--- config.mk ---
export PLATFORM = sky130hd
export DESIGN_NAME = uart_stream_scheduler
export DESIGN_NICKNAME = d
export VERILOG_FILES = /design/src/rtl/uart_stream_scheduler.sv
export SDC_FILE = /design/constraint.sdc
export NUM_CORES = 1
export LEC_CHECK = 0
export CORE_UTILIZATION = 49
export CTS_CLUSTER_SIZE = 8
export DETAILED_ROUTE_END_ITERATION = 8
export HOLD_SLACK_MARGIN = 0.15
export MAX_ROUTING_LAYER = met4
export PLACE_DENSITY_LB_ADDON = 0.3
export SLEW_MARGIN = 20
export SYNTH_ARGS = -nofsm -noshare
export SYNTH_HDL_FRONTEND = slang
export SYNTH_SLANG_ARGS = --single-unit
--- constraint.sdc ---
create_clock -name clk_in -period 6.5 [get_ports clk_in]
set_input_delay 1.3 -clock clk_in [delete_from_list [all_inputs] [get_ports clk_in]]
set_output_delay 1.3 -clock clk_in [all_outputs]
set_load 0.1 [all_outputs]
--- src/rtl/uart_stream_scheduler.sv ---
// uart_stream_scheduler
// Shares one UART transmitter between NUM_SRC sample sources. Each source owns
// a single-entry holding register (newest sample wins). A round-robin arbiter
// hands one pending sample at a time to the transmitter. After each launch the
// block waits for the busy handshake, or gives up after ACK_TIMEOUT cycles.
module uart_stream_scheduler #(
    parameter int NUM_SRC     = 4,
    parameter int DATA_WIDTH  = 16,
    parameter int ACK_TIMEOUT = 8
) (
    input  logic                          clk_in,
    input  logic                          rst_in,
    input  logic                          enable_in,
    input  logic [NUM_SRC-1:0]            src_mask_in,
    input  logic [NUM_SRC-1:0]            src_valid_in,
    input  logic [NUM_SRC*DATA_WIDTH-1:0] src_data_in,
    input  logic                          tx_busy_in,
    output logic [DATA_WIDTH-1:0]         tx_data_out,
    output logic [$clog2(NUM_SRC)-1:0]    tx_src_out,
    output logic                          tx_trigger_out,
    output logic [NUM_SRC-1:0]            pending_out,
    output logic [15:0]                   drop_count_out,
    output logic                          timeout_out
);

    localparam int SRC_W = $clog2(NUM_SRC);
    localparam int CNT_W = $clog2(ACK_TIMEOUT + 1);

    typedef enum logic [1:0] {
        ST_IDLE      = 2'd0,
        ST_WAIT_ACK  = 2'd1,
        ST_WAIT_DONE = 2'd2
    } state_t;

    state_t                r_state;
    state_t                w_state_nxt;
    logic [CNT_W-1:0]      r_ack_cnt;
    logic [DATA_WIDTH-1:0] r_hold [NUM_SRC];
    logic [NUM_SRC-1:0]    r_pending;
    logic [SRC_W-1:0]      r_last_grant;
    logic [DATA_WIDTH-1:0] r_tx_data;
    logic [SRC_W-1:0]      r_tx_src;
    logic                  r_trigger;
    logic [15:0]           r_drop_cnt;
    logic                  r_timeout;

    logic [NUM_SRC-1:0]    w_req;
    logic                  w_any_req;
    logic [SRC_W-1:0]      w_gnt_idx;
    logic                  w_grant;
    logic                  w_timeout_hit;
    logic [NUM_SRC-1:0]    w_pending_nxt;
    logic [SRC_W:0]        w_drop_num;

    // Saturating add for the overwrite counter; it sticks at all-ones.
    function automatic logic [15:0] sat_add16(input logic [15:0] base,
                                              input logic [SRC_W:0] inc);
        logic [16:0] sum;
        sum = {1'b0, base} + 17'(inc);
        return sum[16] ? 16'hFFFF : sum[15:0];
    endfunction

    // A source only competes while it is both holding a sample and enabled.
    assign w_req = r_pending & src_mask_in;

    // Round-robin search starting just after the most recent grant.
    always_comb begin
        int idx;
        idx       = 0;
        w_any_req = 1'b0;
        w_gnt_idx = '0;
        for (int k = 1; k <= NUM_SRC; k++) begin
            idx = int'(r_last_grant) + k;
            if (idx >= NUM_SRC) begin
                idx = idx - NUM_SRC;
            end
            if (!w_any_req && w_req[SRC_W'(idx)]) begin
                w_any_req = 1'b1;
                w_gnt_idx = SRC_W'(idx);
            end
        end
    end

    // Next-state logic: launch from IDLE, then track the busy handshake.
    always_comb begin
        w_state_nxt   = r_state;
        w_grant       = 1'b0;
        w_timeout_hit = 1'b0;
        case (r_state)
            ST_IDLE: begin
                if (enable_in && !tx_busy_in && w_any_req) begin
                    w_grant     = 1'b1;
                    w_state_nxt = ST_WAIT_ACK;
                end
            end
            ST_WAIT_ACK: begin
                if (tx_busy_in) begin
                    w_state_nxt = ST_WAIT_DONE;
                end else if (r_ack_cnt == CNT_W'(ACK_TIMEOUT - 1)) begin
                    w_timeout_hit = 1'b1;
                    w_state_nxt   = ST_IDLE;
                end
            end
            ST_WAIT_DONE: begin
                if (!tx_busy_in) begin
                    w_state_nxt = ST_IDLE;
                end
            end
            default: begin
                w_state_nxt = ST_IDLE;
            end
        endcase
    end

    // Pending bookkeeping; a valid on the granted source re-arms it without a drop.
    always_comb begin
        w_pending_nxt = r_pending;
        w_drop_num    = '0;
        for (int i = 0; i < NUM_SRC; i++) begin
            if (!src_mask_in[i]) begin
                w_pending_nxt[i] = 1'b0;
            end else if (src_valid_in[i]) begin
                w_pending_nxt[i] = 1'b1;
                if (r_pending[i] && !(w_grant && (w_gnt_idx == SRC_W'(i)))) begin
                    w_drop_num = w_drop_num + (SRC_W + 1)'(1);
                end
            end else if (w_grant && (w_gnt_idx == SRC_W'(i))) begin
                w_pending_nxt[i] = 1'b0;
            end
        end
    end

    // State register and acknowledge-wait counter.
    always_ff @(posedge clk_in) begin
        if (!rst_in) begin
            r_state   <= ST_IDLE;
            r_ack_cnt <= '0;
        end else begin
            r_state <= w_state_nxt;
            if (r_state == ST_WAIT_ACK) begin
                r_ack_cnt <= r_ack_cnt + CNT_W'(1);
            end else begin
                r_ack_cnt <= '0;
            end
        end
    end

    // Holding registers: data only, validity is tracked by r_pending.
    always_ff @(posedge clk_in) begin
        for (int i = 0; i < NUM_SRC; i++) begin
            if (src_mask_in[i] && src_valid_in[i]) begin
                r_hold[i] <= src_data_in[i*DATA_WIDTH +: DATA_WIDTH];
            end
        end
    end

    // Pending flags; reset discards every held sample.
    always_ff @(posedge clk_in) begin
        if (!rst_in) begin
            r_pending <= '0;
        end else begin
            r_pending <= w_pending_nxt;
        end
    end

    // Launch registers, grant history, drop counter and sticky timeout flag.
    always_ff @(posedge clk_in) begin
        if (!rst_in) begin
            r_tx_data    <= '0;
            r_tx_src     <= '0;
            r_trigger    <= 1'b0;
            r_last_grant <= SRC_W'(NUM_SRC - 1);
            r_drop_cnt   <= '0;
            r_timeout    <= 1'b0;
        end else begin
            r_trigger  <= w_grant;
            r_drop_cnt <= sat_add16(r_drop_cnt, w_drop_num);
            if (w_timeout_hit) begin
                r_timeout <= 1'b1;
            end
            if (w_grant) begin
                r_tx_data    <= r_hold[w_gnt_idx];
                r_tx_src     <= w_gnt_idx;
                r_last_grant <= w_gnt_idx;
            end
        end
    end

    assign tx_data_out    = r_tx_data;
    assign tx_src_out     = r_tx_src;
    assign tx_trigger_out = r_trigger;
    assign pending_out    = r_pending;
    assign drop_count_out = r_drop_cnt;
    assign timeout_out    = r_timeout;

endmodule

==> impl_metrics.py <==
metrics = {
    "critical_path": {
        "rrSetupSlack_ns": 1.39,
        "cp_cell_sequence": "clkdlybuf4s50_1 > and2_1 > o211ai_1 > a211o_1 > nand2b_1 > and3_1 > ha_1 > and3_1 > a21o_1 > ha_1 > mux2_1 > ha_1 > nand2b_1 > o221ai_1 > fa_1 > nand2b_1 > a21oi_1 > and3_1 > nand2_1 > nand3_1 > o211a_1",
        "cp_slowest_cell": "clkdlybuf4s50_1",
        "crit_path_start_kind": "input pin",
        "r2r-end": "drop_count_out[11]$_SDFF_PN0_",
        "worst_ep_required_time_ns": 6.82,
        "cpPeakStageDelay_ns": 0.52,
        "cp-end-kind": "flip-flop",
        "r2r-start": "r_state[0]$_SDFFE_PN0P_",
        "arrival_ns": 6.45,
        "path_max_fanout": 13,
        "path_class": "in -> reg",
        "rr_worst_depth": 19,
    },
    "global_route": {
        "grt_pass1_wl_um": 17500,
        "grt_overflow_total": 0,
        "grt_pass1_vias": 3539,
        "grt_max_degree": 34,
        "antenna_found_initial": 0,
        "grtUsageTotal": 0.238,
    },
    "floorplanning": {
        "pin_count": 116,
        "floorplan.core_area_um2": 9240,
        "die_area_um2": 9970,
        "row_count": 35,
        "initial_core_util": 0.508,
        "dieWidth_um": 99.8,
        "die_h_um": 99.8,
    },
    "hold_path": {
        "hold_path_class": "reg -> reg",
        "holdPathStages": 1,
        "min_from": "r_ack_cnt[0]$_SDFF_PN0_",
        "holdPathEnd": "r_ack_cnt[0]$_SDFF_PN0_",
    },
    "logic_synthesis": {
        "synthTopCellsByArea": "edfxtp_1 (41%), dfxtp_1 (20%), mux2i_1 (7.3%)",
        "syn-instance-count": 376,
        "synth_edf_count": 64,
        "yosys.cell_types.count": 54,
        "ys_warn_count": 0,
        "syn_area_um2": 4690,
        "synthXorXnorAreaFrac": 0.0243,
        "syn_nets": 460,
        "synthAdderAreaFrac": 0.0229,
        "synth-simple-area-share": 0.102,
        "yosysTopAreaCell": "edfxtp_1",
        "syn_area_per_cell_um2": 12.5,
        "synth-seq-cells": 112,
        "netlist.area_leader.share": 0.410,
        "ys.flop_type": "edfxtp_1",
        "synth_seq_area_share": 0.615,
        "synth_compound_area_frac": 0.137,
        "synthMuxAreaShare": 0.0750,
        "synth_top_family_by_area": "compound AO/OA/AOI/OAI gates",
        "synth_async_sr_flop_share": 0,
    },
    "sta": {
        "slew_violations": 0,
        "fin_hold_ws_ns": 0.461,
        "rsz0062_at_grt": "no",
        "skew_ns": 0.0123,
        "fmax_mhz": 163,
        "tightest_slew_ns": 1.01,
        "finalCriticalPeriod_ns": 6.13,
        "setup_viol": 0,
        "period_share": 0.943,
        "setup_tns_ns": 0,
        "hold_viol": 0,
        "slew_headroom": 0.323,
    },
    "place": {
        "dpl.hpwl_um": 7760,
        "place_congestion": 0.885,
        "io_buffers": 115,
        "dpl-instance-area_um2": 6020,
    },
    "clock_tree": {
        "numCtsBuffers": 9,
        "cts_root_buf": "clkbuf_8",
        "clk_latency_ns": 0.37,
        "cts_setup_buffers": 0,
        "holdBufCountCts": 0,
        "cts_tree": "built",
        "clkSinkCount": 112,
        "clk_pin_slew_ns": 0.11,
        "h-tree-depth": 3,
        "clk_path_buf_depth": 2,
        "post_cts_resized": 0,
    },
    "layout": {
        "fin_area_um2": 6230,
        "final_common_cell": "clkdlybuf4s50_1",
        "area_growth_syn_to_layout_pct": 32.8,
        "fin_nets": 584,
        "layout_common_cells": "clkdlybuf4s50_1 (115), edfxtp_1 (64), dfxtp_1 (48)",
        "drive_gt1_frac": 0.0634,
        "diodes": 0,
    },
    "power_and_ir_drop": {
        "p_int_w": 0.00106,
        "p_per_area_nw_per_um2": 231,
        "max-vdd-ir-drop_mv": 0.101,
        "switching_share": 0.261,
        "p_seq_frac": 0.555,
        "p_clk_frac": 0.302,
        "pwr-share-comb": 0.143,
        "switchingPower_w": 0.000376,
        "leakagePower_nw": 2.26,
    },
    "run": {
        "max-cap-violations": 0,
    },
    "drt": {
        "via_count": 3438,
        "drc": 0,
        "routed_wl_um": 11100,
        "drt_pass1_iterations": 6,
        "viasPerCell": 5.42,
        "drtIter0Drc": 74,
        "detail_route.wl_per_cell_um": 17.4,
        "route.antenna.remaining_nets": 0,
    },
    "run_status": {
        "status": "finished, final reports clean",
    },
}
-- power groups by stage --
stage	clock network, W	registers [W]	logic [W]
floorplan	0	0.000860	0.0000772
global placement	0	0.000813	0.000204
detailed placement	0	0.000815	0.000208
CTS	0.000444	0.000799	0.000209
global route	0.000468	0.000802	0.000221
finish	0.000435	0.000799	0.000206
-- flip-flops by register name (all words and copies together) (netlist names) --
signal and cells:
r_last_grant 2, tx_src_out 2, tx_trigger_out 1, drop_count_out 16
timeout_out 1, tx_data_out 16, r_ack_cnt 4, r_hold 64
r_state 2, pending_out 4
-- worst max path at each step --
stage | startpoint | end | slack (ns)
after floorplan | tx_busy_in | drop_count_out[1]$_SDFF_PN0_ | 0.70
after global placement | tx_busy_in | drop_count_out[11]$_SDFF_PN0_ | 0.27
after detailed placement | src_mask_in[0] | drop_count_out[11]$_SDFF_PN0_ | 0.08
after CTS | src_mask_in[0] | drop_count_out[11]$_SDFF_PN0_ | 0.43
after global routing | src_mask_in[2] | drop_count_out[11]$_SDFF_PN0_ | 0.07
final | src_mask_in[0] | drop_count_out[11]$_SDFF_PN0_ | 0.37
-- through the flow --
step	total power [W]	std cells	utilization	worst slack [ns]
floorplan	0.000937	376	-	0.695
global placement	0.00102	618	0.651	0.271
detailed placement	0.00102	618	0.651	0.0763
CTS	0.00145	634	0.674	0.429
global route	0.00149	634	0.674	0.0660
finish	0.00144	634	0.674	0.370
-- worst max-delay path: cells and delay by family --
kind,cells,cell delay (ns)
simple gates,9,1.78
fa+ha+maj,4,1.31
compound gates,6,1.22
buf+inv,1,0.52
mux,1,0.29
-- synthesized netlist by cell type (4+ instances only) --
cell / number
inv_1: 11
xor2_1: 6
xnor2_1: 7
buf_2: 4
nand2_1: 20
a21oi_1: 23
clkbuf_1: 6
ha_1: 7
dfxtp_1: 48
edfxtp_1: 64
and2_1: 7
a31oi_1: 4
o21ai_0: 5
nand2b_1: 7
mux2i_1: 34
nor2_1: 20
and3_1: 11
o21ai_1: 16
nand3_1: 12
a2bb2oi_1: 16
-- cells by family (layout without fill, tap and decap cells) --
| family | count (synthesis) | after routing |
|---|---|---|
| AOI/OAI and AO/OA | 92 | 92 |
| xor gates and xnor gates | 13 | 13 |
| adders and majority gates | 8 | 8 |
| buffers and inverters | 25 | 154 |
| DFF | 112 | 112 |
| muxes | 35 | 35 |
| and+or+nand+nor | 91 | 91 |
-- metal layers --
layer / vias up / track usage / part of all wire
li1: 1658 / - / -
met1: 1671 / 0.282 / 0.42
met2: 94 / 0.411 / 0.51
met3: 15 / 0.0390 / 0.053
met4: 0 / 0.0814 / 0.012
met5: - / - / 0
-- cell type report --
cell class | instances | area, µm²
Clock buffer | 9 | 124
Clock inverter | 7 | 87.6
Fill cell | 719 | 3010
Inverter | 12 | 45.0
Multi-Input combinational cell | 239 | 1690
Sequential cell | 112 | 2880
Tap cell | 129 | 161
Timing Repair Buffer | 126 | 1230
Note: power is estimated with default switching activity, not from simulation.
